[src/rtl/ahb_lite_pkg.sv]
// Shared AHB-Lite constants, FSM state type and the debug view exported by the top.
package ahb_lite_pkg;

  localparam int DATA_W     = 32;
  localparam int MEM_DEPTH  = 16;
  localparam int ADDR_W     = 4;
  localparam int NUM_SLAVES = 4;

  localparam logic [1:0] HTRANS_IDLE   = 2'b00;
  localparam logic [1:0] HTRANS_NONSEQ = 2'b10;
  localparam logic [2:0] HSIZE_WORD    = 3'b010;
  localparam logic       HRESP_OKAY    = 1'b0;

  typedef enum logic [2:0] {
    ST_IDLE,
    ST_SETUP,
    ST_ADDR,
    ST_DATA,
    ST_WAIT_REL
  } state_t;

  // Snapshot of the master FSM and the bus it drives, for observation only.
  typedef struct packed {
    state_t      state;
    logic [1:0]  htrans;
    logic [31:0] haddr;
    logic        hwrite;
    logic [2:0]  hsize;
    logic [3:0]  hsel;
    logic        hresp;
  } dbg_t;

endpackage

[src/rtl/ahb_lite_slave_mem.sv]
// Zero-wait-state AHB-Lite slave backed by a 16 x 32-bit register file.
// Address-phase controls are registered on a selected NONSEQ transfer and
// used during the following data phase.
module ahb_lite_slave_mem
  import ahb_lite_pkg::*;
(
  input  logic              hclk_i,
  input  logic              hreset_i,
  input  logic              hsel_i,
  input  logic [1:0]        htrans_i,
  input  logic [ADDR_W-1:0] haddr_i,
  input  logic              hwrite_i,
  input  logic [DATA_W-1:0] hwdata_i,
  output logic [DATA_W-1:0] hrdata_o,
  output logic              hreadyout_o,
  output logic              hresp_o
);

  logic [DATA_W-1:0] mem_q [MEM_DEPTH];
  logic              dphase_q, dwrite_q;
  logic [ADDR_W-1:0] daddr_q;
  logic              capture;

  assign capture = hsel_i && (htrans_i == HTRANS_NONSEQ);

  // Register address-phase controls so the data phase sees a stable target.
  always_ff @(posedge hclk_i) begin
    if (hreset_i) begin
      dphase_q <= 1'b0;
      dwrite_q <= 1'b0;
      daddr_q  <= '0;
    end else begin
      dphase_q <= capture;
      if (capture) begin
        dwrite_q <= hwrite_i;
        daddr_q  <= haddr_i;
      end
    end
  end

  // Commit write data at the end of the data phase; reset wins over a pending write.
  always_ff @(posedge hclk_i) begin
    if (hreset_i) begin
      for (int i = 0; i < MEM_DEPTH; i++) mem_q[i] <= '0;
    end else if (dphase_q && dwrite_q) begin
      mem_q[daddr_q] <= hwdata_i;
    end
  end

  assign hrdata_o    = mem_q[daddr_q];
  assign hreadyout_o = 1'b1;
  assign hresp_o     = HRESP_OKAY;

endmodule

[src/rtl/ahb_lite_top.sv]
// Single-transfer AHB-Lite master with HSEL decoder, four slaves and an
// HRDATA mux. One enable pulse produces exactly one transfer of dina+dinb
// (write) or one registered read into dout.
module ahb_lite_top
  import ahb_lite_pkg::*;
(
  input  logic              hclk,
  input  logic              hresetn,
  input  logic              enable,
  input  logic [DATA_W-1:0] dina,
  input  logic [DATA_W-1:0] dinb,
  input  logic [31:0]       addr,
  input  logic              wr,
  input  logic [1:0]        slave_sel,
  output logic [DATA_W-1:0] dout,
  output dbg_t              dbg_o
);

  state_t            state_q, state_d;
  logic [1:0]        sel_q, sel_d;
  logic [1:0]        dsel_q, dsel_d;
  logic [ADDR_W-1:0] addr_q, addr_d;
  logic              wr_q, wr_d;
  logic [DATA_W-1:0] sum_q, sum_d;
  logic [DATA_W-1:0] dout_q, dout_d;

  logic [1:0]              htrans;
  logic [NUM_SLAVES-1:0]   hsel;
  logic [DATA_W-1:0]       hwdata;
  logic [DATA_W-1:0]       hrdata;
  logic                    hready;
  logic                    hresp;
  logic [DATA_W-1:0]       hrdata_s [NUM_SLAVES];
  logic [NUM_SLAVES-1:0]   hreadyout_s;
  logic [NUM_SLAVES-1:0]   hresp_s;
  logic                    unused_addr_hi;

  // Only the word index within a slave is meaningful.
  assign unused_addr_hi = ^addr[31:ADDR_W];

  // State and latched-operand registers.
  always_ff @(posedge hclk) begin
    if (hresetn) begin
      state_q <= ST_IDLE;
      sel_q   <= '0;
      dsel_q  <= '0;
      addr_q  <= '0;
      wr_q    <= 1'b0;
      sum_q   <= '0;
      dout_q  <= '0;
    end else begin
      state_q <= state_d;
      sel_q   <= sel_d;
      dsel_q  <= dsel_d;
      addr_q  <= addr_d;
      wr_q    <= wr_d;
      sum_q   <= sum_d;
      dout_q  <= dout_d;
    end
  end

  // Next-state and bus outputs. wr is taken in SETUP, not IDLE, since the user
  // may still be settling it on the cycle enable rises.
  always_comb begin
    state_d = state_q;
    sel_d   = sel_q;
    dsel_d  = dsel_q;
    addr_d  = addr_q;
    wr_d    = wr_q;
    sum_d   = sum_q;
    dout_d  = dout_q;
    htrans  = HTRANS_IDLE;
    hsel    = '0;
    hwdata  = '0;
    case (state_q)
      ST_IDLE: begin
        if (enable) begin
          sel_d   = slave_sel;
          addr_d  = addr[ADDR_W-1:0];
          state_d = ST_SETUP;
        end
      end
      ST_SETUP: begin
        wr_d    = wr;
        sum_d   = dina + dinb;
        state_d = ST_ADDR;
      end
      ST_ADDR: begin
        htrans  = HTRANS_NONSEQ;
        hsel    = 4'b0001 << sel_q;
        dsel_d  = sel_q;
        state_d = ST_DATA;
      end
      ST_DATA: begin
        hwdata = sum_q;
        if (hready) begin
          if (!wr_q) dout_d = hrdata;
          state_d = ST_WAIT_REL;
        end
      end
      ST_WAIT_REL: begin
        if (!enable) state_d = ST_IDLE;
      end
      default: state_d = ST_IDLE;
    endcase
  end

  // Data-phase response mux keyed on the registered slave select.
  always_comb begin
    hrdata = hrdata_s[dsel_q];
    hready = hreadyout_s[dsel_q];
    hresp  = hresp_s[dsel_q];
  end

  for (genvar s = 0; s < NUM_SLAVES; s++) begin : g_slave
    ahb_lite_slave_mem u_slave (
      .hclk_i      (hclk),
      .hreset_i    (hresetn),
      .hsel_i      (hsel[s]),
      .htrans_i    (htrans),
      .haddr_i     (addr_q),
      .hwrite_i    (wr_q),
      .hwdata_i    (hwdata),
      .hrdata_o    (hrdata_s[s]),
      .hreadyout_o (hreadyout_s[s]),
      .hresp_o     (hresp_s[s])
    );
  end

  assign dout = dout_q;

  always_comb begin
    dbg_o        = '0;
    dbg_o.state  = state_q;
    dbg_o.htrans = htrans;
    dbg_o.haddr  = {{(32-ADDR_W){1'b0}}, addr_q};
    dbg_o.hwrite = wr_q;
    dbg_o.hsize  = HSIZE_WORD;
    dbg_o.hsel   = hsel;
    dbg_o.hresp  = hresp;
  end

endmodule

[config.mk]
export PLATFORM = sky130hd
export DESIGN_NAME = ahb_lite_top
export DESIGN_NICKNAME = d
export VERILOG_FILES = /design/src/rtl/ahb_lite_pkg.sv /design/src/rtl/ahb_lite_slave_mem.sv /design/src/rtl/ahb_lite_top.sv
export SDC_FILE = /design/constraint.sdc
export NUM_CORES = 2
export LEC_CHECK = 0
export ABC_CLOCK_PERIOD_IN_PS = 3000
export CAP_MARGIN = 20
export CORE_ASPECT_RATIO = 0.75
export CORE_UTILIZATION = 35
export DETAILED_ROUTE_END_ITERATION = 8
export PLACE_DENSITY_LB_ADDON = 0.3
export RECOVER_POWER = 100
export SLEW_MARGIN = 25
export SYNTH_ARGS = -nofsm -noshare
export SYNTH_HDL_FRONTEND = slang
export SYNTH_SLANG_ARGS = --single-unit
[constraint.sdc]
create_clock -name hclk -period 3 [get_ports hclk]
set_input_delay 0.6 -clock hclk [delete_from_list [all_inputs] [get_ports hclk]]
set_output_delay 0.6 -clock hclk [all_outputs]
set_load 0.03 [all_outputs]
==> impl_metrics.toml <==
[global_routing]
grt_overflow = 0
grt_pass1_vias = 56239
grt.total_usage = 0.2146
grt_max_degree = 65
grt_pass1_wl_mm = 415.2
antenna_found_initial = 15

[layout]
drive_above_1_share = 0.2103
area.sequential_um2 = 63880
multi_input_area_um2 = 27410
layout_common_cells = "nor2_1, edfxtp_1, mux4_2"
nNetsFinal = 6777
final_common_cell = "nor2_1"
post-route-util = 0.4046
instances_no_fill = 10384
area_delta_synth_final_pct = 14.99
fillers = 24502

[synth]
synth_cell_types = 61
yosysWarnings = 0
synth_edf_count = 2048
ys_ff_latch = 2164
syn_inst = 6350
synthesis.area_um2 = 93640
postSynth.asyncResetShare = 0
syn_area_per_cell_um2 = 14.75
synth-main-ff-cell = "edfxtp_1"
ys_seq_area_frac = 0.6816

[pwr]
p_leak_nw = 34.24
max-vdd-ir-drop_mv = 0.4228
pwr-share-clk = 0.402
p_per_area_nw_per_um2 = 582.2
p_int_mw = 48.88
power.switching_mw = 13.81
switching_share = 0.2203
p_seq_frac = 0.546
combPwrFrac = 0.052

[clock_tree]
cts_buffers = 208
cts_max_level = 4
clk_pin_slew_worst_paths_ns = 0.06
clock_latency_ns = 0.85
clock-sinks = 2164
clockBufferDepth = 4
cts_hold_buf = 0
cts_tree = "yes"
cts_root_buffer = "clkbuf_16"

[timing]
hold_slack_ns = 0.3159
max_freq_mhz = 337.6
setup_viol_count_final = 0
rsz0062_at_grt = "true"
slew_violations = 80
hold_viol_final = 0
skew_ns = 0.03739
finalSetupTns_ns = 0
period_minus_slack_ns = 2.962
worst_slew_pin_slew_ns = 1.915
timing.final.crit_share = 0.9875
relSlewSlack = -0.2769
worst_slack_ns = 0.03764

[die]
core_um2 = 266100
die_y_um = 449.9
io_pins = 180
num_rows = 164
initial_core_util = 0.3518
die_area_um2 = 269600
die_x_um = 599.3

[routing]
wl_per_cell_um = 28.22
wl_mm = 293.0
dr.first_iter.drc_count = 7383
vias_per_cell = 5.497
first_pass_iters = 6
drc = 0
vias = 57078
ant_nets = 0

[place]
routabilityCongestion = 0.8778
place_ws_ns = -0.4787
dp_cells = 9998
dp_hpwl_mm = 187.7
io_buffer_count = 118

[worst_setup_path]
required_ns = 3.45
crit_path_start_kind = "primary input"
path_class = "in2reg"
cp.arrival_ns = 3.41
end_kind = "register"
critical_path.max_fanout = 20

[flow_run]
maxCapViolCount = 3

[status]
violations = "capacitance limit, slew limit"
outcome = "finished, violations left"

[hold_path]
hold_path.class = "in2reg"
-- per-stage QoR --
stage | power, mW | instance area (µm²)
floorplan | 36.52 | 93750
global placement | 38.23 | 103100
detailed placement | 38.31 | 103100
CTS | 63.13 | 109400
global route | 64.32 | 107700
finish | 62.68 | 107700
-- what timing repair did --
item | 4_1_cts | 5_1_grt
pin swaps | 1 | 0
setup buffers | 4 | 0
setup endpoints to repair | 6 | 14
resized for setup | 11 | 10
-- state kept, by name (all words and copies together), names as in the netlist, named ones only --
| name | cells |
|---|---|
| g_slave.u_slave.mem_q | 2048 |
| dout | 32 |
| sum_q | 32 |
| g_slave.u_slave.daddr_q | 16 |
| addr_q | 4 |
| g_slave.u_slave.dphase_q | 4 |
| g_slave.u_slave.dwrite_q | 4 |
| state_q | 3 |
| dsel_q | 2 |
| sel_q | 2 |
| wr_q | 1 |
-- power by group through the flow --
| stage | Combinational, mW | Sequential (mW) | Clock [mW] |
|---|---|---|---|
| floorplan | 1.72 | 34.8 | 0 |
| global placement | 3.41 | 34.8 | 0 |
| detailed placement | 3.42 | 34.9 | 0 |
| CTS | 3.43 | 34.2 | 25.5 |
| global route | 3.40 | 34.3 | 26.6 |
| finish | 3.25 | 34.3 | 25.2 |
-- final timing paths --
path | startpoint | depth (start not counted) | to | slack (ns)
worst max-delay path | hresetn | 7 | g_slave[1].u_slave.mem_q[1][15] | 0.04
worst min-delay path | wr | 3 | wr_q | 0.32
worst max register to register | register | 8 | dout[27] | 0.08
worst min register to register | sum_q[21] | 2 | sum_q[21] | 0.46
-- final cells by class --
type | instances | area share
diodes | 7 | 0.0001627
clock buffers | 265 | 0.05118
clock inverters | 110 | 0.007088
inverters | 19 | 0.0007088
multi-input cells | 3569 | 0.2545
flip-flops and latches | 2164 | 0.5932
well taps | 3569 | 0.04147
repair buffers | 681 | 0.05164
-- Yosys cell counts (4+ instances only) --
cell	number	share of area
a211oi_1	67	0.0054
buf_12	4	0.00086
a21o_1	20	0.0016
nor2_1	2095	0.084
nand2b_1	66	0.0044
nand3_1	23	0.0012
nor3_1	10	0.00053
a22o_1	30	0.0028
a21oi_1	123	0.0066
xnor2_1	14	0.0013
a211o_1	4	0.00037
inv_1	19	0.00076
mux4_2	613	0.15
o21ai_1	12	0.00064
ha_1	31	0.0041
or3_1	10	0.00067
dfxtp_1	116	0.025
clkbuf_1	497	0.020
buf_1	25	0.0010
mux2i_1	71	0.0076
edfxtp_1	2048	0.66
and3_1	6	0.00040
nor2b_1	65	0.0043
o21ai_0	21	0.0011
buf_4	47	0.0038
xor2_1	8	0.00075
buf_2	52	0.0028
nand3b_1	6	0.00048
a31oi_1	4	0.00027
nand2_1	172	0.0069
o211ai_1	6	0.00048
nand4_1	9	0.00060
buf_6	4	0.00048
nor3b_1	10	0.00080
-- critical path, stage by stage --
cell      delay (ns)
clkbuf_2        0.50
nand3b_1        0.38
nor3_1          0.16
clkbuf_1        0.25
nand2_1         0.12
nand2b_1        0.42
clkbuf_1        0.93
-- layer usage --
layer	vias to the layer above	global-route usage	share of wire
li1	23878	-	-
met1	29826	0.3143	0.42
met2	2970	0.3248	0.45
met3	398	0.04618	0.11
met4	6	0.05230	0.026
met5	-	0	0.00015
-- logic make-up after synthesis --
logic type,Yosys count,synth area share
AOI/OAI and AO/OA,309,0.02130
buffers and inverters,648,0.02957
xor gates and xnor gates,22,0.002058
DFF,2164,0.6816
adders and majority gates,32,0.004356
and+or+nand+nor,2488,0.1057
muxes,685,0.1553
other,2,0.00008020
No activity file was read; power rests on OpenSTA's default activity.
